$ cat config.mk
export PLATFORM = sky130hd
export DESIGN_NAME = video_timing_flat
export DESIGN_NICKNAME = d
export VERILOG_FILES = /design/src/rtl/video_timing_if.sv /design/src/rtl/video_timing.sv /design/src/flat_wrapper.sv
export SDC_FILE = /design/constraint.sdc
export NUM_CORES = 1
export LEC_CHECK = 0
export BUFFER_PORTS_ARGS = -buffer_cell sky130_fd_sc_hd__buf_2
export CAP_MARGIN = 20
export CORE_MARGIN = 2
export CORE_UTILIZATION = 35
export DETAILED_ROUTE_END_ITERATION = 8
export PLACE_DENSITY = 0.56
export SYNTH_ARGS = -nofsm -noshare
export SYNTH_HDL_FRONTEND = slang
export SYNTH_SLANG_ARGS = --single-unit
$ cat constraint.sdc
create_clock -name clk -period 2.6 [get_ports clk]
set_clock_uncertainty 0.15 [all_clocks]
set_input_delay 0.13 -clock clk [delete_from_list [all_inputs] [get_ports clk]]
set_output_delay 0.13 -clock clk [all_outputs]
set_load 0.005 [all_outputs]
$ cat src/rtl/video_timing_if.sv
// Raster timing bundle between video_timing (master) and its consumers
// (video_controller and the output encoder).
interface video_timing_if;
  logic        run;
  logic [11:0] pixel;
  logic [11:0] line;
  logic        line_end;
  logic        frame_end;
  logic        halt;
  logic        hsync;
  logic        vsync;
  logic        de;

  modport master (
    input  run,
    output pixel, line, line_end, frame_end, halt, hsync, vsync, de
  );

  modport slave (
    output run,
    input  pixel, line, line_end, frame_end, halt, hsync, vsync, de
  );
endinterface

$ cat src/rtl/video_timing.sv
// Raster timing generator: pixel/line counters, line/frame strobes, halt,
// and hsync/vsync/de delayed to line up with the downstream pixel pipeline.
module video_timing #(
  parameter int H_ACTIVE   = 1280,
  parameter int H_FP       = 110,
  parameter int H_SYNC     = 40,
  parameter int H_BP       = 220,
  parameter int V_ACTIVE   = 720,
  parameter int V_FP       = 5,
  parameter int V_SYNC     = 5,
  parameter int V_BP       = 20,
  parameter bit HS_POL     = 1'b1,
  parameter bit VS_POL     = 1'b1,
  parameter int SYNC_DELAY = 2
) (
  input logic         clk,
  input logic         rst,
  video_timing_if.master vt
);

  localparam int H_TOTAL = H_ACTIVE + H_FP + H_SYNC + H_BP;
  localparam int V_TOTAL = V_ACTIVE + V_FP + V_SYNC + V_BP;

  localparam logic [11:0] H_LAST     = 12'(H_TOTAL - 1);
  localparam logic [11:0] V_LAST     = 12'(V_TOTAL - 1);
  localparam logic [11:0] H_ACT_LAST = 12'(H_ACTIVE - 1);
  localparam logic [11:0] V_ACT_LAST = 12'(V_ACTIVE - 1);
  localparam logic [11:0] HS_FIRST   = 12'(H_ACTIVE + H_FP);
  localparam logic [11:0] HS_LAST    = 12'(H_ACTIVE + H_FP + H_SYNC - 1);
  localparam logic [11:0] VS_FIRST   = 12'(V_ACTIVE + V_FP);
  localparam logic [11:0] VS_LAST    = 12'(V_ACTIVE + V_FP + V_SYNC - 1);

  typedef enum logic {STOPPED, RUNNING} state_t;

  typedef struct packed {
    logic hs;
    logic vs;
    logic de;
  } sync_t;

  state_t      state_q, state_d;
  logic [11:0] pixel_q, pixel_d;
  logic [11:0] line_q, line_d;
  logic        line_end_q, line_end_d;
  logic        frame_end_q, frame_end_d;
  logic        halt_q, halt_d;
  sync_t       sync_raw;
  sync_t       sync_out;

  // NOTE: sequential state uses non-blocking assignments so every flop
  // samples the pre-edge values regardless of statement order.
  always_ff @(posedge clk or posedge rst) begin
    if (rst) begin
      state_q     <= STOPPED;
      pixel_q     <= '0;
      line_q      <= '0;
      line_end_q  <= 1'b0;
      frame_end_q <= 1'b0;
      halt_q      <= 1'b1;
    end else begin
      state_q     <= state_d;
      pixel_q     <= pixel_d;
      line_q      <= line_d;
      line_end_q  <= line_end_d;
      frame_end_q <= frame_end_d;
      halt_q      <= halt_d;
    end
  end

  // NOTE: every signal gets a default at the top of the block so no path
  // leaves it unassigned, which would otherwise infer a latch.
  always_comb begin
    state_d = state_q;
    pixel_d = pixel_q;
    line_d  = line_q;
    unique case (state_q)
      STOPPED: begin
        pixel_d = '0;
        line_d  = '0;
        if (vt.run) state_d = RUNNING;
      end
      RUNNING: begin
        if (pixel_q == H_LAST) begin
          pixel_d = '0;
          if (line_q == V_LAST) begin
            // run is only honoured here, so a frame is never cut short
            line_d = '0;
            if (!vt.run) state_d = STOPPED;
          end else begin
            line_d = line_q + 12'd1;
          end
        end else begin
          pixel_d = pixel_q + 12'd1;
        end
      end
      default: state_d = STOPPED;
    endcase

    // Strobes are registered from the next coordinates so they align with them
    line_end_d  = (state_d == RUNNING) && (pixel_d == H_LAST);
    frame_end_d = line_end_d && (line_d == V_LAST);
    halt_d      = (state_d == STOPPED);
  end

  always_comb begin
    sync_raw = '0;
    if (state_q == RUNNING) begin
      sync_raw.hs = (pixel_q >= HS_FIRST) && (pixel_q <= HS_LAST);
      sync_raw.vs = (line_q >= VS_FIRST) && (line_q <= VS_LAST);
      sync_raw.de = (pixel_q <= H_ACT_LAST) && (line_q <= V_ACT_LAST);
    end
  end

  // The delay line carries "active" flags; polarity is applied at the pins
  // so a cleared pipeline always means inactive levels.
  if (SYNC_DELAY == 0) begin : g_no_delay
    assign sync_out = sync_raw;
  end else begin : g_delay
    sync_t pipe_q [SYNC_DELAY];
    sync_t pipe_d [SYNC_DELAY];

    always_comb begin
      pipe_d[0] = sync_raw;
      for (int i = 1; i < SYNC_DELAY; i++) pipe_d[i] = pipe_q[i-1];
    end

    always_ff @(posedge clk or posedge rst) begin
      if (rst) begin
        for (int i = 0; i < SYNC_DELAY; i++) pipe_q[i] <= '0;
      end else begin
        pipe_q <= pipe_d;
      end
    end

    assign sync_out = pipe_q[SYNC_DELAY-1];
  end

  assign vt.pixel     = pixel_q;
  assign vt.line      = line_q;
  assign vt.line_end  = line_end_q;
  assign vt.frame_end = frame_end_q;
  assign vt.halt      = halt_q;
  assign vt.hsync     = HS_POL ? sync_out.hs : ~sync_out.hs;
  assign vt.vsync     = VS_POL ? sync_out.vs : ~sync_out.vs;
  assign vt.de        = sync_out.de;

endmodule

$ cat src/flat_wrapper.sv
// flat-port wrapper written by rule: the top's interface ports become plain ports
module video_timing_flat 
#(
  parameter int H_ACTIVE   = 1280,
  parameter int H_FP       = 110,
  parameter int H_SYNC     = 40,
  parameter int H_BP       = 220,
  parameter int V_ACTIVE   = 720,
  parameter int V_FP       = 5,
  parameter int V_SYNC     = 5,
  parameter int V_BP       = 20,
  parameter bit HS_POL     = 1'b1,
  parameter bit VS_POL     = 1'b1,
  parameter int SYNC_DELAY = 2
)
  (clk, rst, vt_run, vt_pixel, vt_line, vt_line_end, vt_frame_end, vt_halt, vt_hsync, vt_vsync, vt_de);
  video_timing_if vt_i ();
  input logic clk;
  input logic rst;
  input wire logic [$bits(vt_i.run)-1:0] vt_run;
  output wire logic [$bits(vt_i.pixel)-1:0] vt_pixel;
  output wire logic [$bits(vt_i.line)-1:0] vt_line;
  output wire logic [$bits(vt_i.line_end)-1:0] vt_line_end;
  output wire logic [$bits(vt_i.frame_end)-1:0] vt_frame_end;
  output wire logic [$bits(vt_i.halt)-1:0] vt_halt;
  output wire logic [$bits(vt_i.hsync)-1:0] vt_hsync;
  output wire logic [$bits(vt_i.vsync)-1:0] vt_vsync;
  output wire logic [$bits(vt_i.de)-1:0] vt_de;
  assign vt_i.run = vt_run;
  assign vt_pixel = vt_i.pixel;
  assign vt_line = vt_i.line;
  assign vt_line_end = vt_i.line_end;
  assign vt_frame_end = vt_i.frame_end;
  assign vt_halt = vt_i.halt;
  assign vt_hsync = vt_i.hsync;
  assign vt_vsync = vt_i.vsync;
  assign vt_de = vt_i.de;
  video_timing #(.H_ACTIVE(H_ACTIVE), .H_FP(H_FP), .H_SYNC(H_SYNC), .H_BP(H_BP), .V_ACTIVE(V_ACTIVE), .V_FP(V_FP), .V_SYNC(V_SYNC), .V_BP(V_BP), .HS_POL(HS_POL), .VS_POL(VS_POL), .SYNC_DELAY(SYNC_DELAY)) u_core (.clk(clk), .rst(rst), .vt(vt_i));
endmodule
== Word-level counts from Yosys, hierarchy flattened ==
Cells that the tools add are included.
Word-level totals
  bits in writable memories: 0
  memories: 0
  bits in registers: 34
  latch bits: 0
  input port bits: 3
  bits in read-only memories: 0
  output and inout bits: 30
Operators by class
  shift-type cells: 0
  multipliers: 0
  bitwise logic cells: 2
  mux-type cells: 10
  $lt $le $gt $ge: 6
  equality and inequality tests: 4
  div/mod/pow operators: 0
  $add $sub $neg: 2
  reduce and logical (&&, ||, !) cells: 5
Operators by type and width (number)
  $pmux W12 S2: 2
  $mux W12: 3
  $add A12 B1 Y12 const B: 2
  $eq A12 B10 Y1 const B: 2
  $eq A12 B11 Y1 const B: 2
  $le A12 B10 Y1 const B: 2
  $le A12 B11 Y1 const B: 2
  $ge A12 B10 Y1 const B: 1
  $ge A12 B11 Y1 const B: 1
  $logic_and A1 B1 Y1: 5
  $mux W1: 3
  $mux W3: 1
  $not A1 Y1: 2
  $pmux W1 S2: 1

== Logic depth before layout (Yosys ltp) ==
Gate-level depths: netlist of run 1.
  depth after elaboration: 6
  mapped depth: 9
  mapped depth without buffers: 8

== Worst setup path after synthesis of run 1 ==
No wires, ideal clock.
  kind: reg2reg
  start: register u_core.pixel_q[1] (netlist: u_core.vt.pixel[1])
  end: register u_core.frame_end_q (netlist: u_core.vt.frame_end)
  arrival time: 2.015 ns
  clock period less this slack: 2.276 ns
  required time: 2.339 ns
  buffers on the path: 0
  cell stages (with the launch flop): 9
  slack: 0.324 ns
  path through: dfrtp_1 -> inv_1 -> ha_1 -> nor4b_4 -> and3_4 -> nand2_2 -> or3_1 -> a211o_1 -> a2111oi_2
Between the ends
  word-level cells in the longest chain between the ends: 6
  elaborated cells between the ends (all ways): 12
  those cells by class: add/sub (1); eq/ne (3); mux (6); reduce/logical (2)
Ends and longest elaborated chain
  start: declaration: line video_timing.sv:42  | logic [11:0] pixel_q, pixel_d;
  start signal: assignment: line video_timing.sv:62  | pixel_q <= pixel_d;
  $add A12 B1 Y12 / $eq A12 B11 Y1 (equally long branches): line video_timing.sv:93, video_timing.sv:83
  $mux W12: line video_timing.sv:83  | if (pixel_q == H_LAST) begin
  $pmux W12 S2: line video_timing.sv:76  | unique case (state_q)
  $eq A12 B11 Y1: line video_timing.sv:100  | line_end_d = (state_d == RUNNING) && (pixel_d == H_LAST);
  $logic_and A1 B1 Y1: line video_timing.sv:100
  $logic_and A1 B1 Y1 (*): line video_timing.sv:101  | frame_end_d = line_end_d && (line_d == V_LAST);
  via u_core.frame_end_d: line video_timing.sv:45  | logic frame_end_q, frame_end_d;
  end signal: assignment: line video_timing.sv:65  | frame_end_q <= frame_end_d;
  end: declaration: line video_timing.sv:45
Mark *: on every way through the listed nets, which the timed path passes. The rest lies on a longest branch.

== Worst setup path after layout of run 1 ==
Ends and elaborated chain as after synthesis.

==> results.md, run 1 <==
- The number of detailed-routing iterations run before antenna repair is 4.
- The clock transition time at the flip-flop clock pins of the worst setup and hold paths is 80 ps.
- The number of buffers and inverters on the critical path is 1.
- The number of nets in the final layout is 259.
- The average size of a mapped cell is 9.51 um^2.
- The worst hold margin is 198 ps.
- After floorplanning, the core was divided into 27 placement rows.
- The number of pins with negative max-slew slack in the final report came to 0.
- Global routing finished with a remaining overflow of 0.
- The final cell utilization of the core is 44.0%.
- The critical path in this run is classified as register to register.
- The leading cell type in the layout, fill and taps excluded is dfrtp_1.
- From synthesis to final layout, the design area changed by 22.3%.
- The number of global-route vias before repair is 1,498.
- In the finished design, the share of the clock period the worst path needs comes to 92.0%.
- Across the VDD grid, the largest voltage drop is 0.260 mV.
- The tree is rooted in a clkbuf_8.
- In the layout the commonest cells are 33 x dfrtp_1, 32 x buf_2, 29 x nor2_1, 14 x nand2_1, 13 x buf_4.
- The kind of launch point of the worst setup path is a register.
- After clock tree synthesis, the repair step resized 0 gates.
- The global placer's final weighted congestion is 0.840.
- For this configuration, the core starts out at a cell density of 36.0%.
- The area enclosed by the die boundary is 6240 um^2.
- The global routing usage summed across all routing layers is 15.8%.
- STA classifies the critical path endpoint as a register.
- The depth of the CTS H-tree is 2.
- For this run, the top clock speed supported by timing is 0.418 GHz.
- The post-synthesis register bit count is 34.
- After synthesis the cells add up to 1970 um^2.
- Setup repair after global routing left no endpoint under its margin.
- The clock period minus worst slack is 2390 ps.
- The layout has 572 filler cells.
- The global-route wire length before repair is 7.68 mm.
- Dividing the detail-routed wire length by the instance count gives 14.3 um.
- At the placement stage, the worst setup path has a slack of 226 ps.
- The CTS tree is built.
- The biggest area contributor in the post-synthesis netlist is dfrtp_1.
- Across all layers, the routed design uses 1,617 vias.
- The signal on the critical path passes through inv_1 -> ha_1 -> nor4b_4 -> and3_4 -> nand2_2 -> or3_1 -> a211o_1 -> a2111oi_2.
- The final setup TNS is 0 ps.
- The DRC violation count after routing is 0.
- The count of pins on the block boundary is 33.
- After synthesis, the cell types taking the most area are dfrtp_1 42%, nor2_1 5.5%, xor2_1 5.3%, ha_1 5.1%, xnor2_1 3.6%.
- The worst-path maximum fanout is 13.
- The number of input and output port buffers inserted is 32.
- The final worst-path setup slack is 209 ps.
- The Yosys warning count is 0.
- The number of violations reported at the end of detailed-routing iteration 0 is 128.
- The number of hold violations in the final report is 0.
- The number of cells produced by synthesis is 207.
- The fraction of synthesized cell area taken by the top area cell type is 42.0%.
- The worst-skew pair later-pin latency is 300 ps.
- The antenna violation net count after detailed routing is 0.
- The routed design has 4.60 mm of wire.
- The data arrival time at the worst-slack endpoint is 2420 ps.
- The fraction of layout cells with a size suffix above 1 is 24.1%.
- When the netlist entered floorplanning its net count stood at 218.
- The detailed-route vias per instance is 5.04.
- Entering global routing, the biggest net connects 22 pins.
- The number of CTS-inserted buffers is 5.
- The power per unit of standard cell area is 677 nW/um^2.
- The type of the worst min-delay path is register to register.
- The slew at the pin with the worst max-slew slack is 548 ps.
- The run finished with clean final reports.
- Measured along the x axis, the die boundary spans 79.0 um.
- The cell type group with the largest total delay on the critical path is simple AND/OR/NAND/NOR gates.
- The placeable core region is 5470 um^2.
- The final setup violation count is 0.
- The HPWL after detailed placement is 3.38 mm.
- Of the synthesized area, sequential elements account for 43.3%.
- The number of antenna repair diodes is 0.
- The initial antenna violation count came to 0.
- Counting along the longest clock path gives a buffer depth of 2.
- The worst stage delay on the critical path is 380 ps.
- The leakage dissipation is 1.14 nW.
- The synthesized design contains 0 enable-type register cells.
- The worst slew slack as a fraction of its limit is 63.4%.
- The clock drives 34 sinks.
- The main flop type after synthesis is dfrtp_1.
- The max capacitance violation total is 0.
- At the worst endpoint, the required time is 2630 ps.
- For this run, asynchronously set or reset flops after synthesis account for 100%.
- After synthesis, the netlist uses 44 different library cells.
- The library cell contributing the largest single delay on the critical path is dfrtp_1.
- The overall die height is 79.0 um.
path summary, 6_finish.rpt:
path	startpoint	end	slack, ps	cells past startpoint
worst max-delay path	u_core.vt.pixel[1]	u_core.vt.frame_end	210	8
worst min-delay path	u_core.g_delay.pipe_d[1]	u_core.vt.vsync	200	0
worst max register to register	u_core.vt.pixel[1]	u_core.vt.frame_end	210	8
worst min register to register	u_core.g_delay.pipe_d[1]	u_core.vt.vsync	200	0
max in group asynchronous	rst	u_core.vt.frame_end	1340	4
min in group asynchronous	rst	u_core.vt.pixel[5]	260	3
metrics by stage:
| step | instance area, um^2 | power [mW] | std cells |
|---|---|---|---|
| finish | 2410 | 1.63 | 321 |
| global route | 2410 | 1.72 | 321 |
| CTS | 2410 | 1.65 | 321 |
| detailed placement | 2250 | 1.04 | 311 |
| global placement | 2250 | 1.04 | 311 |
| floorplan | 1970 | 0.885 | 207 |
worst register-to-register path, cell delays in order (launching register included):
cell and delay (ps):
dfrtp_1 380, inv_1 70, ha_1 170, nor4b_4 220, and3_4 310, nand2_2 90
or3_1 300, a211o_1 310, a2111oi_2 270
power by group:
group / total [mW] / switching (mW) / internal [mW]
sequential: 0.630 / 0.0498 / 0.580
clock: 0.597 / 0.213 / 0.384
combinational: 0.403 / 0.209 / 0.194
total: 1.63 / 0.472 / 1.16
layout make-up:
type	count	area, um^2	area share [%]
Clock inverter	3	68.8	2.86
Tap cell	72	90.1	3.74
Inverter	6	22.5	0.936
Clock buffer	5	68.8	2.86
Timing Repair Buffer	47	278	11.5
Sequential cell	34	852	35.4
Multi-Input combinational cell	154	1030	42.7
cells by family (layout without fill, tap and decap cells):
| logic type | count (synthesis) | after routing | synth area share [%] |
|---|---|---|---|
| muxes | 1 | 1 | 0.509 |
| xor gates and xnor gates | 20 | 20 | 8.90 |
| adders and majority gates | 8 | 8 | 5.09 |
| and+or+nand+nor | 105 | 105 | 30.6 |
| buffers and inverters | 19 | 61 | 4.51 |
| DFF | 34 | 34 | 43.3 |
| AOI/OAI and AO/OA | 20 | 20 | 7.06 |
what timing repair did:
action	CTS	global route
hold buffers	2	0
hold endpoints to repair	14	0
setup buffers	0	0
cells in the mapped netlist, types with 2 or more instances:
cell / instances
nor4bb_1: 3
and3_1: 7
inv_1: 6
and4_1: 4
nand4_1: 8
nor3b_1: 4
nand3b_1: 4
nand2b_1: 3
dfrtp_1: 33
nand2_1: 14
xor2_1: 12
a31oi_1: 2
ha_1: 8
clkbuf_1: 6
buf_2: 5
a21oi_1: 5
xnor2_1: 8
nor3_1: 6
nand4b_1: 3
o21ai_0: 5
or3_1: 4
nor2_1: 29
nand3_1: 7
routing by layer:
layer  part of all wire [%]  GRT usage, %  vias up
met5                      0             0        -
met4                    1.5          5.34        0
met3                    4.8          3.86        5
met2                     44          22.4       46
met1                     50          23.4      767
li1                       -             -      799
Power figures use the tool's default switching activity.
==> run 2: changes to the inputs <==
clock period = 3.1 ns   (was 2.6 ns; I/O delays follow)
==> results.md, run 2 (synthesis results as in run 1) <==
- The depth of the most critical reg-to-reg path is 8 (unchanged).
- The starting density of the core is 36.0% (unchanged).
- The ratio of final minimum period to clock period was 81.5% (-10 points).
- The HPWL after detailed placement came to 3.24 mm (-4.2%).
- The number of detailed-routing iterations run before antenna repair is 4 (unchanged).
- The area enclosed by the die boundary is 6240 um^2 (unchanged).
- TritonCTS built the clock tree.
- The leading cell type in the layout, fill and taps excluded is dfrtp_1.
- The data arrival time at the worst-slack endpoint is 2560 ps (+140 ps).
- The launch point of the worst reg-to-reg path is u_core.vt.pixel[1].
- The power per unit of standard cell area is 511 nW/um^2 (-25%).
- The antenna violation net count after detailed routing is 0 (unchanged).
- By startpoint and endpoint, the worst setup path is classified as register to register.
- The fraction of layout cells with a size suffix above 1 is 20.2% (-3.9 points).
- The worst slew slack as a fraction of its limit is 54.3% (-9.1 points).
- The global placer's final weighted congestion came to 0.813 (-3.2%).
- The CTS root buffer is clkbuf_8.
- The routed wire length per instance was 14.8 um (+3.2%).
- The total internal power is 0.788 mW (-32%).
- The library cell contributing the largest single delay on the critical path is dfrtp_1.
- The number of antenna repair diodes is 0 (unchanged).
- The DRC violation count after routing came to 0 (unchanged).
- The maximum count of clock buffers along a single path was 2 (unchanged).
- The run finished with clean final reports.
- The number of input and output port buffers inserted is 32 (unchanged).
- The worst-skew pair later-pin latency is 290 ps (about the same).
- The placeable core region came to 5470 um^2 (unchanged).
- The kind of launch point of the worst setup path is a register.
- The worst-path maximum fanout came to 13 (unchanged).
- The pin count of the biggest net entering global routing is 19 (-14%).
- The number of pins with negative max-slew slack in the final report is 0 (unchanged).
- The fraction of power spent switching nets was 32.3% (+3.3 points).
- The critical path starts at u_core.vt.pixel[1].
- The depth of the CTS H-tree is 2 (unchanged).
- In the layout the commonest cells are 33 x dfrtp_1, 32 x buf_2, 29 x nor2_1, 14 x nand2_1, 12 x xor2_1.
- STA classifies the critical path endpoint as a register.
- The number of CTS-inserted buffers is 5 (unchanged).
- The global-route wire length before repair is 7.82 mm (+1.8%).
- The maximum resistive drop on vdd is 0.186 mV (-29%).
- The signal on the critical path passes through inv_1 -> ha_1 -> nor4b_4 -> and3_4 -> nand2_2 -> or3_1 -> a211o_1 -> a2111oi_2.
- The number of setup buffers added after CTS was 0 (unchanged).
- The initial antenna violation count is 0 (unchanged).
- The row count is 27 (unchanged).
- The number of hold violations in the final report came to 0 (unchanged).
- The number of nets in the final layout came to 248 (-4.2%).
- The timing-limited maximum frequency was 0.396 GHz (-5.4%).
- The final setup violation count is 0 (unchanged).
- The required time at the endpoint of the critical path is 3130 ps (+500 ps).
- The leakage dissipation is 1.06 nW (-6.7%).
- The slew at the pin with the worst max-slew slack is 684 ps (+137 ps).
- The fraction of power consumed by combinational cells is 20.3% (-4.4 points).
- The reg2reg setup slack is 570 ps (+360 ps).
- The total wire length came to 4.59 mm (-0.37%).
- Compared with the post-synthesis result, the final layout area differs by 15.8%.
- The most critical setup path has its endpoint at u_core.vt.frame_end.
- Setup repair after global routing left no endpoint under its margin.
- The overall die height is 79.0 um (unchanged).
- The number of violations reported at the end of detailed-routing iteration 0 came to 186 (+45%).
- The count of vias placed by the detailed router is 1,596 (-1.3%).
- The max capacitance violation total is 0 (unchanged).
- The worst stage delay on the critical path is 470 ps (+90 ps).
- The detailed-route vias per instance is 5.15 (+2.2%).
- The count of pins on the block boundary is 33 (unchanged).
- The clock period minus worst slack is 2530 ps (+136 ps).
- The endpoint of the worst register-to-register path is u_core.vt.frame_end.
- The total global routing overflow is 0 (unchanged).
- The global routing usage summed across all routing layers is 16.1% (+0.31 points).
- The net switching power was 0.375 mW (-21%).
- The clock sink count is 34 (unchanged).
- The count of fill cells added during filler insertion is 569 (-0.52%).
- The share of total power in sequential cells was 50.3% (+12 points).
- The overall power after layout is 1.16 mW (-29%).
- The width of the die is 79.0 um (unchanged).
- The min-delay analysis places its worst path in the category register to register.
- The final setup TNS was 0 ps (unchanged).
- The clock transition time at the flip-flop clock pins of the worst setup and hold paths is 70 ps (about the same).
- The number of global-route vias before repair is 1,533 (+2.3%).
- The clock network power share came to 29.5% (-7.1 points).
==> run 2: cell types whose count changed in the layout (fill, tap and decap cells not counted) <==
cell and change:
buf_4 -11, bufinv_16 -2, clkbuf_1 +1, clkbuf_8 +1, clkinv_2 +1, clkinv_4 -1
==> run 2: power by group through the flow <==
stage / Sequential [mW] / Combinational, mW / Clock (mW)
after floorplan: 0.560 / 0.183 / 0
after global placement: 0.592 / 0.233 / 0
after global routing: 0.594 / 0.267 / 0.379
after CTS: 0.582 / 0.239 / 0.356
final: 0.585 / 0.236 / 0.343
after detailed placement: 0.591 / 0.235 / 0
==> run 2: worst min path at each step <==
stage	start	end	slack, ps	depth (start not counted)
4_1_cts	u_core.g_delay.pipe_d[0]	u_core.vt.de	210	0
6_report	u_core.g_delay.pipe_d[0]	u_core.vt.de	200	0
3_5_place_dp	vt_run	u_core.vt.halt	150	2
2_1_floorplan	vt_run	u_core.vt.halt	40	1
5_1_grt	u_core.g_delay.pipe_d[0]	u_core.vt.de	220	0
3_3_place_gp	rst	u_core.vt.pixel[9]	150	2
==> run 2: critical path: cells and delay by family (launching register included) <==
kind,cells,cell delay [ps]
and+or+nand+nor,4,930
AOI/OAI and AO/OA,2,580
DFF,1,470
adders and majority gates,1,180
buffers and inverters,1,120
==> run 2: what timing repair did <==
| action | in CTS | in global routing |
|---|---|---|
| resized for setup | 0 | 0 |
| hold buffers | 2 | 0 |
| endpoints found under the hold margin | 18 | 0 |
| endpoints found under the setup margin | 0 | 0 |
==> run 2: final cells by class <==
| class | count | area [um^2] | area share, % |
|---|---|---|---|
| multi-input combinational | 154 | 1030 | 45.1 |
| clock inverter | 1 | 5.00 | 0.220 |
| timing repair buffer | 36 | 195 | 8.57 |
| clock buffer | 7 | 86.3 | 3.79 |
| sequential | 34 | 852 | 37.4 |
| inverter | 6 | 22.5 | 0.988 |
| tap | 72 | 90.1 | 3.95 |
==> run 2: routing by layer <==
metal	routed length [um]	vias up	track usage (%)	part of all wire (%)
li1	-	789	-	-
met1	2400	774	23.7	52
met2	1970	29	22.9	43
met3	157	4	3.52	3.4
met4	66	0	6.21	1.4
met5	0	-	0	0
==> run 2: through the flow <==
stage               setup WS (ps)  hold WS (ps)  utilization, %  cells  instance area [um^2]
floorplan                     824          44.8               -    207                  1970
global placement              660           147            39.6    300                  2170
detailed placement            619           153            39.6    300                  2170
CTS                           582           207            41.6    310                  2280
global route                  383           218            41.6    310                  2280
finish                        573           201            41.6    310                  2280
